**config.mk**
```make
export PLATFORM = sky130hd
export DESIGN_NAME = hdmi_qsys_nios2_oci_dct_packer
export DESIGN_NICKNAME = d
export VERILOG_FILES = /design/src/rtl/hdmi_qsys_nios2_oci_dct_packer.sv
export SDC_FILE = /design/constraint.sdc
export NUM_CORES = 1
export LEC_CHECK = 0
export BUFFER_PORTS_ARGS = -buffer_cell sky130_fd_sc_hd__buf_4
export CAP_MARGIN = 0
export CORE_MARGIN = 4
export CORE_UTILIZATION = 45
export DETAILED_ROUTE_END_ITERATION = 10
export PLACE_DENSITY = 0.7
export SYNTH_ARGS = -nofsm -noshare
export SYNTH_HDL_FRONTEND = slang
export SYNTH_SLANG_ARGS = --single-unit
export TNS_END_PERCENT = 50
```
**constraint.sdc**
```tcl
create_clock -name clk -period 2.35 [get_ports clk]
set_input_delay 0.1175 -clock clk [delete_from_list [all_inputs] [get_ports clk]]
set_output_delay 0.1175 -clock clk [all_outputs]
set_load 0.1 [all_outputs]
```
**src/rtl/hdmi_qsys_nios2_oci_dct_packer.sv**
```systemverilog
// hdmi_qsys_nios2_oci_dct_packer
// Packs 2-bit compressed-trace symbols into a 30-bit DCT accumulator and hands
// full or flushed partial frames downstream over a valid/ready port. Also
// reports the end-of-trace status (test_ending pulse, test_has_ended level).
module hdmi_qsys_nios2_oci_dct_packer #(
  parameter int SYM_W   = 2,
  parameter int NUM_SYM = 15,
  parameter int BUF_W   = 30,
  parameter int CNT_W   = 4
) (
  input  logic               clk,
  input  logic               reset_n,
  input  logic               sym_valid,
  input  logic [SYM_W-1:0]   sym_data,
  output logic               sym_ready,
  input  logic               flush,
  input  logic               trace_stop,
  output logic               frame_valid,
  output logic [BUF_W-1:0]   frame_data,
  output logic [CNT_W-1:0]   frame_count,
  input  logic               frame_ready,
  output logic [BUF_W-1:0]   dct_buffer,
  output logic [CNT_W-1:0]   dct_count,
  output logic               test_ending,
  output logic               test_has_ended
);

  typedef enum logic [1:0] {
    ST_RUN   = 2'd0,
    ST_FLUSH = 2'd1,
    ST_DRAIN = 2'd2,
    ST_DONE  = 2'd3
  } state_e;

  localparam logic [CNT_W-1:0] FULL_CNT = CNT_W'(NUM_SYM);
  localparam logic [CNT_W-1:0] ZERO_CNT = {CNT_W{1'b0}};
  localparam logic [BUF_W-1:0] ZERO_BUF = {BUF_W{1'b0}};

  state_e           state_q,  state_d;
  logic [BUF_W-1:0] buf_q,    buf_d;
  logic [CNT_W-1:0] cnt_q,    cnt_d;
  logic             fvalid_q, fvalid_d;
  logic [BUF_W-1:0] fdata_q,  fdata_d;
  logic [CNT_W-1:0] fcount_q, fcount_d;
  logic             ending_q, ending_d;
  logic             ended_q,  ended_d;

  logic sym_ready_s;
  logic slot_free_s;
  logic xfer_s;
  logic accept_s;

  // Handshake qualifiers: symbols only enter while running with room left, and a
  // frame moves out when the slot is free and the accumulator is full or being flushed.
  always_comb begin
    sym_ready_s = (state_q == ST_RUN) && (cnt_q < FULL_CNT);
    slot_free_s = !fvalid_q || frame_ready;
    xfer_s      = slot_free_s && (cnt_q != ZERO_CNT) &&
                  ((cnt_q == FULL_CNT) || (state_q != ST_RUN));
    accept_s    = sym_valid && sym_ready_s;
  end

  // Next-state for accumulator, output frame slot and the trace-end FSM.
  always_comb begin
    state_d  = state_q;
    buf_d    = buf_q;
    cnt_d    = cnt_q;
    fvalid_d = fvalid_q;
    fdata_d  = fdata_q;
    fcount_d = fcount_q;
    ending_d = 1'b0;
    ended_d  = ended_q;

    // Accept and transfer are mutually exclusive: sym_ready is low whenever a transfer can fire.
    if (xfer_s) begin
      fdata_d  = buf_q;
      fcount_d = cnt_q;
      fvalid_d = 1'b1;
      buf_d    = ZERO_BUF;
      cnt_d    = ZERO_CNT;
    end else begin
      if (fvalid_q && frame_ready) begin
        fvalid_d = 1'b0;
      end else begin
        fvalid_d = fvalid_q;
      end
      if (accept_s) begin
        buf_d = {buf_q[BUF_W-SYM_W-1:0], sym_data};
        cnt_d = cnt_q + CNT_W'(1);
      end else begin
        buf_d = buf_q;
        cnt_d = cnt_q;
      end
    end

    case (state_q)
      ST_RUN: begin
        if (trace_stop) begin
          state_d  = ST_DRAIN;
          ending_d = 1'b1;
        end else if (flush) begin
          state_d = ST_FLUSH;
        end else begin
          state_d = ST_RUN;
        end
      end
      ST_FLUSH: begin
        if ((cnt_q == ZERO_CNT) || xfer_s) begin
          state_d = ST_RUN;
        end else begin
          state_d = ST_FLUSH;
        end
      end
      ST_DRAIN: begin
        // Done once nothing is accumulated and the last frame has left (or is leaving).
        if ((cnt_q == ZERO_CNT) && slot_free_s) begin
          state_d = ST_DONE;
          ended_d = 1'b1;
        end else begin
          state_d = ST_DRAIN;
        end
      end
      ST_DONE: begin
        state_d = ST_DONE;
        ended_d = 1'b1;
      end
      default: begin
        state_d = ST_RUN;
      end
    endcase
  end

  // All state registers; reset discards the accumulator and any held frame at once.
  always_ff @(posedge clk or negedge reset_n) begin
    if (!reset_n) begin
      state_q  <= ST_RUN;
      buf_q    <= ZERO_BUF;
      cnt_q    <= ZERO_CNT;
      fvalid_q <= 1'b0;
      fdata_q  <= ZERO_BUF;
      fcount_q <= ZERO_CNT;
      ending_q <= 1'b0;
      ended_q  <= 1'b0;
    end else begin
      state_q  <= state_d;
      buf_q    <= buf_d;
      cnt_q    <= cnt_d;
      fvalid_q <= fvalid_d;
      fdata_q  <= fdata_d;
      fcount_q <= fcount_d;
      ending_q <= ending_d;
      ended_q  <= ended_d;
    end
  end

  assign sym_ready      = sym_ready_s;
  assign frame_valid    = fvalid_q;
  assign frame_data     = fdata_q;
  assign frame_count    = fcount_q;
  assign dct_buffer     = buf_q;
  assign dct_count      = cnt_q;
  assign test_ending    = ending_q;
  assign test_has_ended = ended_q;

endmodule

```
* Yosys cells after proc, flatten, opt, wreduce, memory -nomap -nowiden
Cells that the tools add are included.
Storage, ports and cells: memories 0, flip-flop bits (word level) 73, output and inout bits 72, RAM bits 0, bits in read-only memories 0, word-level logic and storage cells 48, bits of input ports 8, bits in latches 0
Operators by class: bitwise gates (word level) 0, reductions and logical operators 18, multiplexer cells 15, shifts and indexed selects 0, $add $sub $neg 1, div/mod/pow operators 0, magnitude comparators 1, multipliers 0, equality and inequality tests 5
Operators with widths (number):
- 30-bit 2-to-1 mux | 2
- 1-bit 2-to-1 mux | 8
- 4-bit 2-to-1 mux | 2
- 2-bit one-hot mux with 4 select lines | 1
- 2-bit nonzero test | 4
- 1-bit logical AND | 6
- 4-bit by 1-bit adder with 4-bit output (second input constant) | 1
- 2-bit equality test (second input constant) | 2
- 4-bit equality test (second input constant) | 1
- 4-bit logical NOT | 1
- 4-bit < comparator (second input constant) | 1
- 4-bit nonzero test | 1
- 1-bit logical OR | 3
- 2-bit by 1-bit equality test with 1-bit output (second input constant) | 1
- 2-bit logical NOT | 1
- 2-bit 2-to-1 mux | 1
- 2-bit inequality test (second input constant) | 1
- 1-bit one-hot mux with 2 select lines | 1
- 2-bit AND reduction | 1
- 1-bit logical NOT | 1

* Depth between registers and ports, before layout
Gate-level depths: netlist (run 1).
depth after elaboration 7, depth in mapped cells 7, mapped depth without buffers 6

* Worst setup path before layout (run 1)
Ideal clock, no wire load.
path type register -> register, start reg cnt_q[0], in the netlist dct_count[0], end reg fdata_q[10], in the netlist frame_data[10], buffers on the path 2, cell stages (with the launch flop) 8, clock period less this slack 2.404 ns, arrival time 2.278 ns, library setup time 0.126 ns, required time 2.224 ns, slack -0.054 ns, cells stage by stage dfrtp_1 -> inv_1 -> ha_1 -> a21oi_2 -> o211a_1 -> buf_6 -> buf_6 -> mux2_4
On the way: word-level cells in the longest chain between the ends 3, elaborated cells on any way between the ends 5, classes of those cells 1 x eq/ne; 4 x reduce/logical
Ends and longest elaborated chain:
- from (decl) | line 41 | logic [CNT_W-1:0] cnt_q, cnt_d;
- from (signal assigned) | line 147 | cnt_q <= cnt_d;
- 4-bit equality test / 4-bit nonzero test (equally long branches) | line 59, 58
- 1-bit logical OR / 1-bit logical AND (equally long branches) | line 59, 58
- 1-bit logical AND (*) | line 58 | xfer_s = slot_free_s && (cnt_q != ZERO_CNT) &&
- to (signal assigned) | line 149 | fdata_q <= fdata_d;
- to (decl) | line 43 | logic [BUF_W-1:0] fdata_q, fdata_d;
Every way passes the cells marked *; elsewhere a longest branch is shown, timed or not. A chain may end at the register's enable or synchronous reset.

* Final worst setup path (run 1)
start reg cnt_q[0], in the netlist dct_count[0], end reg fdata_q[19], in the netlist frame_data[19]
Same word-level chain as after synthesis.

==> summary.md, run 1 <==
| Metric | Value |
|---|---|
| Internal cell power | `approximately 2500 µW` |
| Routed Antenna Nets | `0` |
| Routed WL | `approximately 6500 µm` |
| Final setup margin | `0.438 ns` |
| Status | `finished, final reports clean` |
| Root buf cell | `clkbuf_8` |
| Synthesized area | `0.00306 mm²` |
| Cell Pwr Density | `approximately 1000 mW/mm²` |
| Sequential share of the synthesized area | `between 50 and 60%` |
| Remaining global-route overflow | `0` |
| Sw Share | `38.6%` |
| FILL cells | `537` |
| Post-synthesis mux area share | `around 15%` |
| Crit-path cells | `inv_1 -> ha_1 -> a21oi_2 -> o211a_4 -> buf_12 -> mux2_2` |
| Initial drt markers | `100` |
| Adder-Cell Fraction of Synth Area | `0.818%` |
| Endpoints failing hold | `0` |
| Simple-gate share of the synthesized area | `12.5%` |
| Worst-path fanout max | `26` |
| Share of the synthesized area in the top cell type | `59.7%` |
| Tot Pwr | `4020 µW` |
| Post-Synthesis Mean Instance Area | `11.8 µm²` |
| Die Height | `90.5 µm` |
| Die area | `0.00818 mm²` |
| Chip Width | `between 90 and 100 µm` |
| Ys Warns | `0` |
| Core area | `approximately 0.0065 mm²` |
| Crit path launch type | `register` |
| Clock buffer count from CTS | `9` |
| Hold Crit Class | `input port to register` |
| Post-CTS Setup Bufs | `0` |
| Compound-cell area share of the yosys netlist | `7.97%` |
| Final Cycle Share | `~80%` |
| Syn Nets | `270` |
| Area Growth Syn to Fin | `31.3%` |
| Post-synth EDFFs | `0` |
| Routability cong. | `~0.80` |
| Slew of the pin with the lowest slew margin | `0.683 ns` |
| # nets final | `358` |
| IO Count | `80` |
| Reg2Reg Setup Slack | `0.44 ns` |
| Crit path kind | `register to register` |
| Setup TNS | `0 ns` |
| Worst-Skew Late Latency | `0.35 ns` |
| Fmax | `between 500 and 600 MHz` |
| Synth Area in XOR/XNOR | `0%` |
| Reg2reg end | `frame_data[19]$_DFFE_PN0P_` |
| Clock slew at reported path FFs | `0.07 ns` |
| Max stage delay cell, worst path | `dfrtp_2` |
| Comb pwr share | `35.6%` |
| First-pass GRT wire length | `roughly 11000 µm` |
| Multi-input logic area | `between 0.001 and 0.0015 mm²` |
| Max-slew headroom | `54.5%` |
| Seq pwr share | `35.4%` |
| Reg2reg path depth | `6` |
| Crit path buf inv count | `2` |
| Synth area leaders | `dfrtp_1 (60%), mux2_4 (13%), nand2_1 (8.6%), o21ai_0 (6.1%), mux2_2 (2.2%)` |
| R2r startpoint | `dct_count[0]$_DFFE_PN0P_` |
| Largest area contributor in the netlist | `dfrtp_1` |
| Clock power frac | `29.0%` |
| # Max-Cap Violations | `0` |
| WHS Endpoint | `dct_count[2]$_DFFE_PN0P_` |
| CTS sink count | `73` |
| Diode count | `0` |
| Layout cells sized above 1 | `39.9%` |
| Initial antenna violation count | `0` |
| RSZ-0062 raised after global routing | `false` |
| FP Rows | `29` |
| Min Tclk post-route | `around 1.9 ns` |
| Vias per Instance | `5.10` |
| H-tree Lvls | `3` |
| WP data arrival | `2.14 ns` |
| Worst Path Required | `2.58 ns` |
| Vias in the first global route | `between 2000 and 2500` |
| Endpoint class of the critical path | `register` |
| Cell variety after synth | `33` |
| Hold Slack | `0.0610 ns` |
| Total GRT Usage | `16.7%` |
| PortBufs | `about 80` |
| Yosys reg bits | `73` |
| Pin count of the biggest net entering global routing | `57` |
| Critical Path Start | `dct_count[0]$_DFFE_PN0P_` |
| Main flop type after synthesis | `dfrtp_1` |
| Register Area | `0.00183 mm²` |
| Hold path start | `sym_valid` |
| Drt first pass iters | `4` |
| Hold Path Depth | `2` |
| Total leakage power | `0.00198 µW` |
| Avg WL per Cell | `15.1 µm` |
| Final setup viols | `0` |
| Post-synth ARST share | `100%` |
| HPWL after DPL | `approximately 4500 µm` |
| Largest family of logic cells by synthesized area | `multiplexers` |
| Max-slew violation count | `0` |
| Post-Syn Instances | `260` |
| Skew final | `0.00919 ns` |
| Crit-path max cell delay | `~0.4 ns` |
| CTS tree | `yes` |
| Worst-case clock buffer depth | `2` |
| Switching power | `1550 µW` |
| CP delay by family, top | `compound AO/OA/AOI/OAI gates` |
| Initial core utilization | `47.4%` |
| Via count | `~2200` |
| DRC Markers | `0` |
| Place WS | `~0.46 ns` |
| Maximum vdd drop | `480 µV` |
## cell type report
class | instances | share of cell area, %
inverter | 6 | 0.561
tap | 77 | 2.40
clock buffer | 11 | 3.27
multi-input combinational | 167 | 27.8
sequential | 73 | 45.5
timing repair buffer | 91 | 17.9
clock inverter | 5 | 2.58
## placed cells by master (no fill, tap or decap), drive strengths merged
master,netlist,layout
mux2,32,32
nor4,1,1
o31ai,1,1
nand2,70,70
or3b,1,1
bufinv,0,3
nor3,1,1
inv,6,6
a32o,1,1
clkinv,0,2
and2,3,3
buf,7,87
nor2b,2,2
or2,2,2
a21oi,2,2
o211a,1,1
a21o,1,1
dlygate4sd3,0,4
nor3b,1,1
ha,2,2
nand2b,1,1
and3,1,1
dfrtp,73,73
clkbuf,7,11
a311o,1,1
nor2,3,3
nand3,2,2
o21ai,37,37
nand4,1,1
## Yosys cell counts (2+ instances only)
cell type  number
inv_1           6
mux2_4         26
nor2b_1         2
o21ai_0        37
nand2_1        70
nor2_1          2
nand3_1         2
and2_1          3
clkbuf_1        6
buf_1           2
dfrtp_1        73
buf_6           2
ha_1            2
buf_12          2
or2_2           2
mux2_2          6
## power by group through the flow
stage / sequential [µW] / combinational (µW) / clock [µW]
2_1_floorplan: 2040 / 599 / 0
3_3_place_gp: 1440 / 1430 / 0
3_5_place_dp: 1450 / 1430 / 0
4_1_cts: 1420 / 1450 / 1180
5_1_grt: 1440 / 1500 / 1250
6_report: 1420 / 1430 / 1170
## per-layer routing
| metal | wire length [µm] | GRT usage (%) |
|---|---|---|
| met3 | 446 | 6.75 |
| met4 | 131 | 7.02 |
| met5 | 0 | 0 |
| met1 | 2970 | 21.8 |
| met2 | 2940 | 24.4 |
## metrics by stage
stage	cell area, µm²	std cells	utilization, %
after floorplan	3060	260	-
after global placement	3740	410	57.9
after detailed placement	3740	410	57.9
after CTS	4020	430	62.2
after global routing	4020	430	62.2
final	4020	430	62.2
## how the worst max path moves through the flow
stage,endpoint,slack [ns],depth (start not counted)
final,frame_data[19]$_DFFE_PN0P_,0.44,6
after global routing,frame_data[18]$_DFFE_PN0P_,0.35,6
after CTS,frame_data[15]$_DFFE_PN0P_,0.44,6
after detailed placement,frame_data[14]$_DFFE_PN0P_,0.46,6
after global placement,frame_data[14]$_DFFE_PN0P_,0.49,6
after floorplan,frame_data[10]$_DFFE_PN0P_,0.13,6
## flip-flops by register name, indices dropped and copies added (netlist names)
| signal | count |
|---|---|
| frame_count | 4 |
| dct_count | 4 |
| test_has_ended | 1 |
| state_q | 2 |
| dct_buffer | 30 |
| test_ending | 1 |
| frame_valid | 1 |
| frame_data | 30 |
## repair_timing
action                                 in CTS  in global routing
hold buffers                                4                  0
resized for setup                           0                  0
setup endpoints to repair                   0                  0
endpoints found under the hold margin      58                  0
## cells by family after synthesis
kind of cell / after synthesis
buffers and inverters: 20
AND/OR/NAND/NOR: 89
adder cells (fa/ha/maj): 2
flip-flops: 73
multiplexers: 32
AO/OA/AOI/OAI: 44
(Power assumes the default switching activity.)
==> run 2: changes to the inputs <==
--- a/config.mk
+++ b/config.mk
@@ -10,7 +10,7 @@
 export CORE_MARGIN = 4
 export CORE_UTILIZATION = 45
 export DETAILED_ROUTE_END_ITERATION = 10
-export PLACE_DENSITY = 0.7
+export PLACE_DENSITY = 0.72
 export SYNTH_ARGS = -nofsm -noshare
 export SYNTH_HDL_FRONTEND = slang
 export SYNTH_SLANG_ARGS = --single-unit
==> constraint.sdc (replaced) <==
create_clock -name clk -period 1.7 [get_ports clk]
set_input_delay 0.085 -clock clk [delete_from_list [all_inputs] [get_ports clk]]
set_output_delay 0.085 -clock clk [all_outputs]
set_load 0.1 [all_outputs]
==> run 2 against run 1 <==
Net effect: design area increased by 3.1%; highest routed layer unchanged; register-to-register slack lost 0.41 ns; largest cell class unchanged; sequential cell count did not move.
==> summary.md, run 2 (synthesis gave the netlist of run 1 again) <==
| Metric | Value |
|---|---|
| Total leakage power | `a little over 0.002 µW` |
| Worst-case clock buffer depth | `2` |
| Tot Pwr | `5740 µW` |
| Hold Path Depth | `2` |
| Crit path buf inv count | `2` |
| Die area | `roughly 0.0082 mm²` |
| Maximum vdd drop | `between 700 and 800 µV` |
| # Max-Cap Violations | `0` |
| Setup TNS | `0 ns` |
| PortBufs | `79` |
| Final setup margin | `0.0296 ns` |
| Reg2reg path depth | `6` |
| Crit path kind | `register to register` |
| Chip Width | `just over 90 µm` |
| CTS tree | `yes` |
| Commonest non-fill, non-tap cell in the layout | `buf_4` |
| DRC Markers | `0` |
| Remaining global-route overflow | `0` |
| WP data arrival | `1.90 ns` |
| Die Height | `around 90 µm` |
| Initial antenna violation count | `0` |
| Worst Path Required | `between 1.5 and 2 ns` |
| Crit-path max cell delay | `0.45 ns` |
| Initial drt markers | `101` |
| Area Growth Syn to Fin | `35.4%` |
| Vias in the first global route | `2289` |
| Total GRT Usage | `17.3%` |
| Crit path launch type | `register` |
| Met3 Usage GRT | `4.58%` |
| Met2 GRT Util | `25.9%` |
| Placed Area | `0.00383 mm²` |
| CTS sink count | `between 70 and 80` |
| Min Tclk post-route | `about 1.7 ns` |
| First-pass GRT wire length | `11400 µm` |
| Diode count | `0` |
| Final Cycle Share | `98.3%` |
| Final setup viols | `0` |
| Cell area after layout | `between 0.004 and 0.005 mm²` |
| Place WS | `0.0169 ns` |
| Layout cells sized above 1 | `43.0%` |
| Worst-Skew Late Latency | `roughly 0.34 ns` |
| Met1 GRT Util | `23.4%` |
| Vias per Instance | `5.15` |
| Avg WL per Cell | `roughly 16 µm` |
| HPWL after DPL | `4580 µm` |
| Routed WL | `~6700 µm` |
| Clock buffer count from CTS | `9` |
| CP delay by family, top | `flip-flops` |
| Highest-count cells in the layout ignoring fill and taps | `buf_4 (85), nand2_1 (70), dfrtp_1 (68)` |
| Clock slew at reported path FFs | `0.07 ns` |
| Slew of the pin with the lowest slew margin | `around 0.36 ns` |
| Skew final | `0.00658 ns` |
| Core area | `0.00646 mm²` |
| Max-slew violation count | `0` |
| WHS Endpoint | `dct_count[2]$_DFFE_PN0P_` |
| Crit-path cells | `inv_4 -> ha_4 -> a21oi_4 -> o211a_4 -> buf_12 -> mux2_2` |
| Routability cong. | `0.805` |
| Pin count of the biggest net entering global routing | `48` |
| Hold path start | `sym_valid` |
| Root buf cell | `clkbuf_8` |
| Reg2Reg Setup Slack | `0.03 ns` |
| IO Count | `80` |
| Fmax | `599 MHz` |
| Reg2reg end | `frame_data[16]$_DFFE_PN0P_` |
| Worst-path fanout max | `28` |
| Max stage delay cell, worst path | `dfrtp_4` |
| Post-CTS Setup Bufs | `0` |
| Gr busiest metal | `met2` |
| # nets final | `about 360` |
| Hold Crit Class | `input port to register` |
| RSZ-0062 raised after global routing | `true` |
| H-tree Lvls | `3` |
| Via count | `about 2200` |
| Endpoint class of the critical path | `register` |
| Max-slew headroom | `75.7%` |
| Endpoints failing hold | `0` |
| Drt first pass iters | `4` |
| Status | `finished, final reports clean` |
| FP Rows | `29` |
| Cell Pwr Density | `between 1000 and 1500 mW/mm²` |
| Initial core utilization | `between 40% and 50%` |
| R2r startpoint | `dct_count[1]$_DFFE_PN0P_` |
| Routed Antenna Nets | `0` |
| Hold Slack | `0.0395 ns` |
-- run 2: how the worst max path moves through the flow --
stage / startpoint / end / slack (ns) / cells after the start
global route: dct_count[1]$_DFFE_PN0P_ / frame_data[17]$_DFFE_PN0P_ / -0.04 / 6
finish: dct_count[1]$_DFFE_PN0P_ / frame_data[16]$_DFFE_PN0P_ / 0.03 / 6
floorplan: dct_count[1]$_DFFE_PN0P_ / frame_count[0]$_DFFE_PN0P_ / -0.17 / 7
CTS: dct_count[1]$_DFFE_PN0P_ / frame_data[18]$_DFFE_PN0P_ / -0.0008 / 6
detailed placement: dct_count[1]$_DFFE_PN0P_ / frame_data[18]$_DFFE_PN0P_ / 0.02 / 6
global placement: dct_count[1]$_DFFE_PN0P_ / frame_data[15]$_DFFE_PN0P_ / 0.06 / 6
-- run 2: metrics by stage --
stage	util [%]	instances
final	64.2	433
after global routing	64.2	433
after CTS	63.7	433
after detailed placement	59.3	413
after global placement	59.3	413
after floorplan	-	260
-- run 2: timing repair --
| item | 4_1_cts | 5_1_grt |
|---|---|---|
| setup endpoints to repair | 1 | 20 |
| hold endpoints to repair | 30 | 0 |
| pin swaps | 0 | 1 |
| hold buffers | 4 | 0 |
| resized for setup | 0 | 8 |
| cloned | 0 | 0 |
-- run 2: cell type report --
type / count / area [µm²]
multi-input combinational: 167 / 1160
timing repair buffer: 94 / 778
sequential: 73 / 1840
clock inverter: 5 / 103
clock buffer: 11 / 141
inverter: 6 / 27.5
tap: 77 / 96.3
fill: 517 / 2310
-- run 2: power by group --
group	internal (µW)	switching, µW
Clock	1010	616
Sequential	1870	117
Combinational	673	1450
-- run 2: layer usage --
layer  vias up  wire length (µm)  share of wire (%)
met3        10               384                5.7
met4         0               121                1.8
met5         -                 0                  0
li1       1050                 -                  -
met2        82              3170                 47
met1      1090              3060                 45
==> run 3: changes to the inputs <==
--- a/config.mk
+++ b/config.mk
@@ -5,12 +5,13 @@
 export SDC_FILE = /design/constraint.sdc
 export NUM_CORES = 1
 export LEC_CHECK = 0
+export ABC_AREA = 1
 export BUFFER_PORTS_ARGS = -buffer_cell sky130_fd_sc_hd__buf_4
 export CAP_MARGIN = 0
 export CORE_MARGIN = 4
 export CORE_UTILIZATION = 45
 export DETAILED_ROUTE_END_ITERATION = 10
-export PLACE_DENSITY = 0.72
+export PLACE_DENSITY = 0.73
 export SYNTH_ARGS = -nofsm -noshare
 export SYNTH_HDL_FRONTEND = slang
 export SYNTH_SLANG_ARGS = --single-unit
==> run 3 against run 2 <==
Net effect: sequential cell count unchanged; first-iteration DRC count increased by 16%; clock skew increased by 0.0031 ns; global-route usage about the same; critical path type is now register to output port.
==> summary.md, run 3 <==
| Metric | Value |
|---|---|
| Ys Warns | `0` |
| Initial drt markers | `approximately 120` |
| Largest area contributor in the netlist | `dfrtp_1` |
| Worst Path Required | `1.62 ns` |
| Core area | `0.00642 mm²` |
| FP Rows | `29` |
| Commonest non-fill, non-tap cell in the layout | `nand2_1` |
| Remaining global-route overflow | `0` |
| FILL cells | `roughly 560` |
| Worst-case clock buffer depth | `2` |
| Clock power frac | `around 29%` |
| Cell Pwr Density | `around 1300 mW/mm²` |
| Reg2reg end | `dct_buffer[18]$_DFFE_PN0P_` |
| Endpoint class of the critical path | `output port` |
| Count leader, synth | `nand2_1` |
| Fmax | `between 600 and 700 MHz` |
| Die Height | `89.7 µm` |
| Via count | `2419` |
| Pin count of the biggest net entering global routing | `49` |
| Final Cycle Share | `95.9%` |
| Comb pwr share | `a little over a third` |
| Synth area leaders | `dfrtp_1 (61%), nand2_1 (13%), nand3_1 (6.2%), inv_1 (5.1%), o21ai_0 (4.2%)` |
| Main flop type after synthesis | `dfrtp_1` |
| Commonest cells in the netlist | `nand2_1 (106), dfrtp_1 (73), inv_1 (41)` |
| Routed Antenna Nets | `0` |
| Max stage delay cell, worst path | `dfrtp_4` |
| Vias in the first global route | `2230` |
| H-tree Lvls | `3` |
| Seq pwr share | `35.9%` |
| CTS sink count | `73` |
| Max-slew violation count | `0` |
| Routability cong. | `roughly 0.8` |
| Min Tclk post-route | `1.63 ns` |
| Synthesized area | `~0.0030 mm²` |
| Initial core utilization | `46.7%` |
| Worst-Skew Late Latency | `around 0.35 ns` |
| # Max-Cap Violations | `0` |
| Final setup viols | `0` |
| Layout cells sized above 1 | `29.6%` |
| Reg2Reg Setup Slack | `0.12 ns` |
| Clock buffer count from CTS | `9` |
| WHS Endpoint | `state_q[0]$_DFF_PN0_` |
| # nets final | `424` |
| Hold Path Depth | `5` |
| Crit path kind | `register to output port` |
| CTS tree | `yes` |
| Crit path buf inv count | `2` |
| PortBufs | `79` |
| Worst-path fanout max | `6` |
| R2r startpoint | `dct_count[0]$_DFFE_PN0P_` |
| Switching power | `2130 µW` |
| Diode count | `0` |
| Avg WL per Cell | `13.7 µm` |
| Chip Width | `roughly 90 µm` |
| Yosys reg bits | `73` |
| Status | `finished, final reports clean` |
| CP delay by family, top | `flip-flops` |
| Root buf cell | `clkbuf_8` |
| Endpoints failing hold | `0` |
| Clock slew at reported path FFs | `about 0.08 ns` |
| Die area | `a little over 0.008 mm²` |
| Post-synth ARST share | `100%` |
| Syn Nets | `336` |
| Post-Syn Instances | `326` |
| Vias per Instance | `4.88` |
| Area Growth Syn to Fin | `34.4%` |
| Post-Synthesis Mean Instance Area | `9.21 µm²` |
| Placed cells | `473` |
| Share of the synthesized area in the top cell type | `60.9%` |
| IO Count | `80` |
| Crit-path max cell delay | `0.51 ns` |
| Reg2reg path depth | `7` |
| Total leakage power | `0.00212 µW` |
| Layout Cells excl Fill | `a little under 500` |
| Hold path start | `flush` |
| Skew final | `a little under 0.01 ns` |
| Sw Share | `39.6%` |
| WP data arrival | `1.55 ns` |
| Maximum vdd drop | `852 µV` |
| HPWL after DPL | `4370 µm` |
| Internal cell power | `~3300 µW` |
| Post-synth EDFFs | `0` |
| Setup TNS | `0 ns` |
| Cell variety after synth | `21` |
| Critical Path Start | `dct_count[0]$_DFFE_PN0P_` |
| DRC Markers | `0` |
| Initial antenna violation count | `0` |
| Hold Crit Class | `input port to register` |
| Slew of the pin with the lowest slew margin | `0.511 ns` |
| Highest-count cells in the layout ignoring fill and taps | `nand2_1 (106), buf_4 (83), dfrtp_1 (68)` |
| Crit path launch type | `register` |
| Total GRT Usage | `17.3%` |
| Max-slew headroom | `65.9%` |
| RSZ-0062 raised after global routing | `false` |
| Routed WL | `~6800 µm` |
| Drt first pass iters | `4` |
| First-pass GRT wire length | `10700 µm` |
| Sequential share of the synthesized area | `60.9%` |
| Crit-path cells | `ha_1 -> nand3_2 -> nand2_2 -> inv_2 -> buf_12` |
run 3: cell count changes after synthesis, moves of 12 or more:
cell,delta
nand2_1,+36
o21ai_0,-12
inv_1,+35
mux2_4,-26
nand3_1,+35
run 3: timing repair:
action                     in CTS  in global routing
gates resized for setup         2                  2
setup endpoints to repair       1                 60
hold buffers                    4                  0
pin swaps                       0                  1
cloned                          0                  2
buffers inserted                0                  1
hold endpoints to repair       41                  0
run 3: logic make-up (layout without fill, tap and decap cells):
family,Yosys count,in the layout,synth area share [%]
AND/OR/NAND/NOR,155,155,22.3
AO/OA/AOI/OAI,36,36,6.54
flip-flops,73,73,60.9
XOR/XNOR,1,1,0.292
adder cells (fa/ha/maj),2,2,0.834
buffers and inverters,59,152,9.13
run 3: how the worst max path moves through the flow:
stage	end	slack (ns)	cells after the start
after floorplan	sym_ready	-0.06	4
after global placement	dct_count[0]$_DFFE_PN0P_	0.12	7
after detailed placement	frame_data[15]$_DFFE_PN0P_	0.09	6
after CTS	sym_ready	0.003	5
after global routing	frame_count[3]$_DFFE_PN0P_	0.007	6
final	sym_ready	0.07	5
run 3: cell type report:
type / instances / area [µm²] / area share, %
Clock buffer: 10 / 138 / 3.41
Inverter: 42 / 158 / 3.91
Clock inverter: 6 / 90.1 / 2.23
Sequential cell: 73 / 1840 / 45.6
Timing Repair Buffer: 94 / 813 / 20.2
Tap cell: 77 / 96.3 / 2.39
Multi-Input combinational cell: 194 / 901 / 22.3
run 3: routing by layer:
layer | vias to the layer above | GRT usage, % | wire, µm
met4 | 0 | 7.71 | 125
li1 | 1188 | - | -
met2 | 77 | 25.9 | 3090
met1 | 1140 | 24.6 | 3210
met5 | - | 0 | 0
met3 | 14 | 3.28 | 401
run 3: power groups by stage:
stage	logic (µW)	clock network (µW)	registers [µW]
after global routing	2030	1650	1950
after global placement	1680	0	1960
final	1910	1540	1930
after floorplan	806	0	2560
after CTS	1700	1580	1930
after detailed placement	1680	0	1960
run 3: through the flow:
stage | worst slack [ns] | utilization [%] | instance area, µm² | hold WS (ns) | power (µW)
floorplan | -0.0564 | - | 3010 | -0.211 | 3370
global placement | 0.123 | 57.5 | 3700 | 0.0990 | 3640
detailed placement | 0.0900 | 57.5 | 3700 | 0.0955 | 3650
CTS | 0.00283 | 61.8 | 3970 | 0.0665 | 5210
global route | 0.00667 | 62.8 | 4030 | 0.112 | 5630
finish | 0.0692 | 62.8 | 4030 | 0.0765 | 5380
run 3: worst min-delay path, cell delays in order:
cell     delay [ns]
buf_4          0.08
nand2_1        0.04
nor2_1         0.09
a31oi_1        0.05
nand2_1        0.05
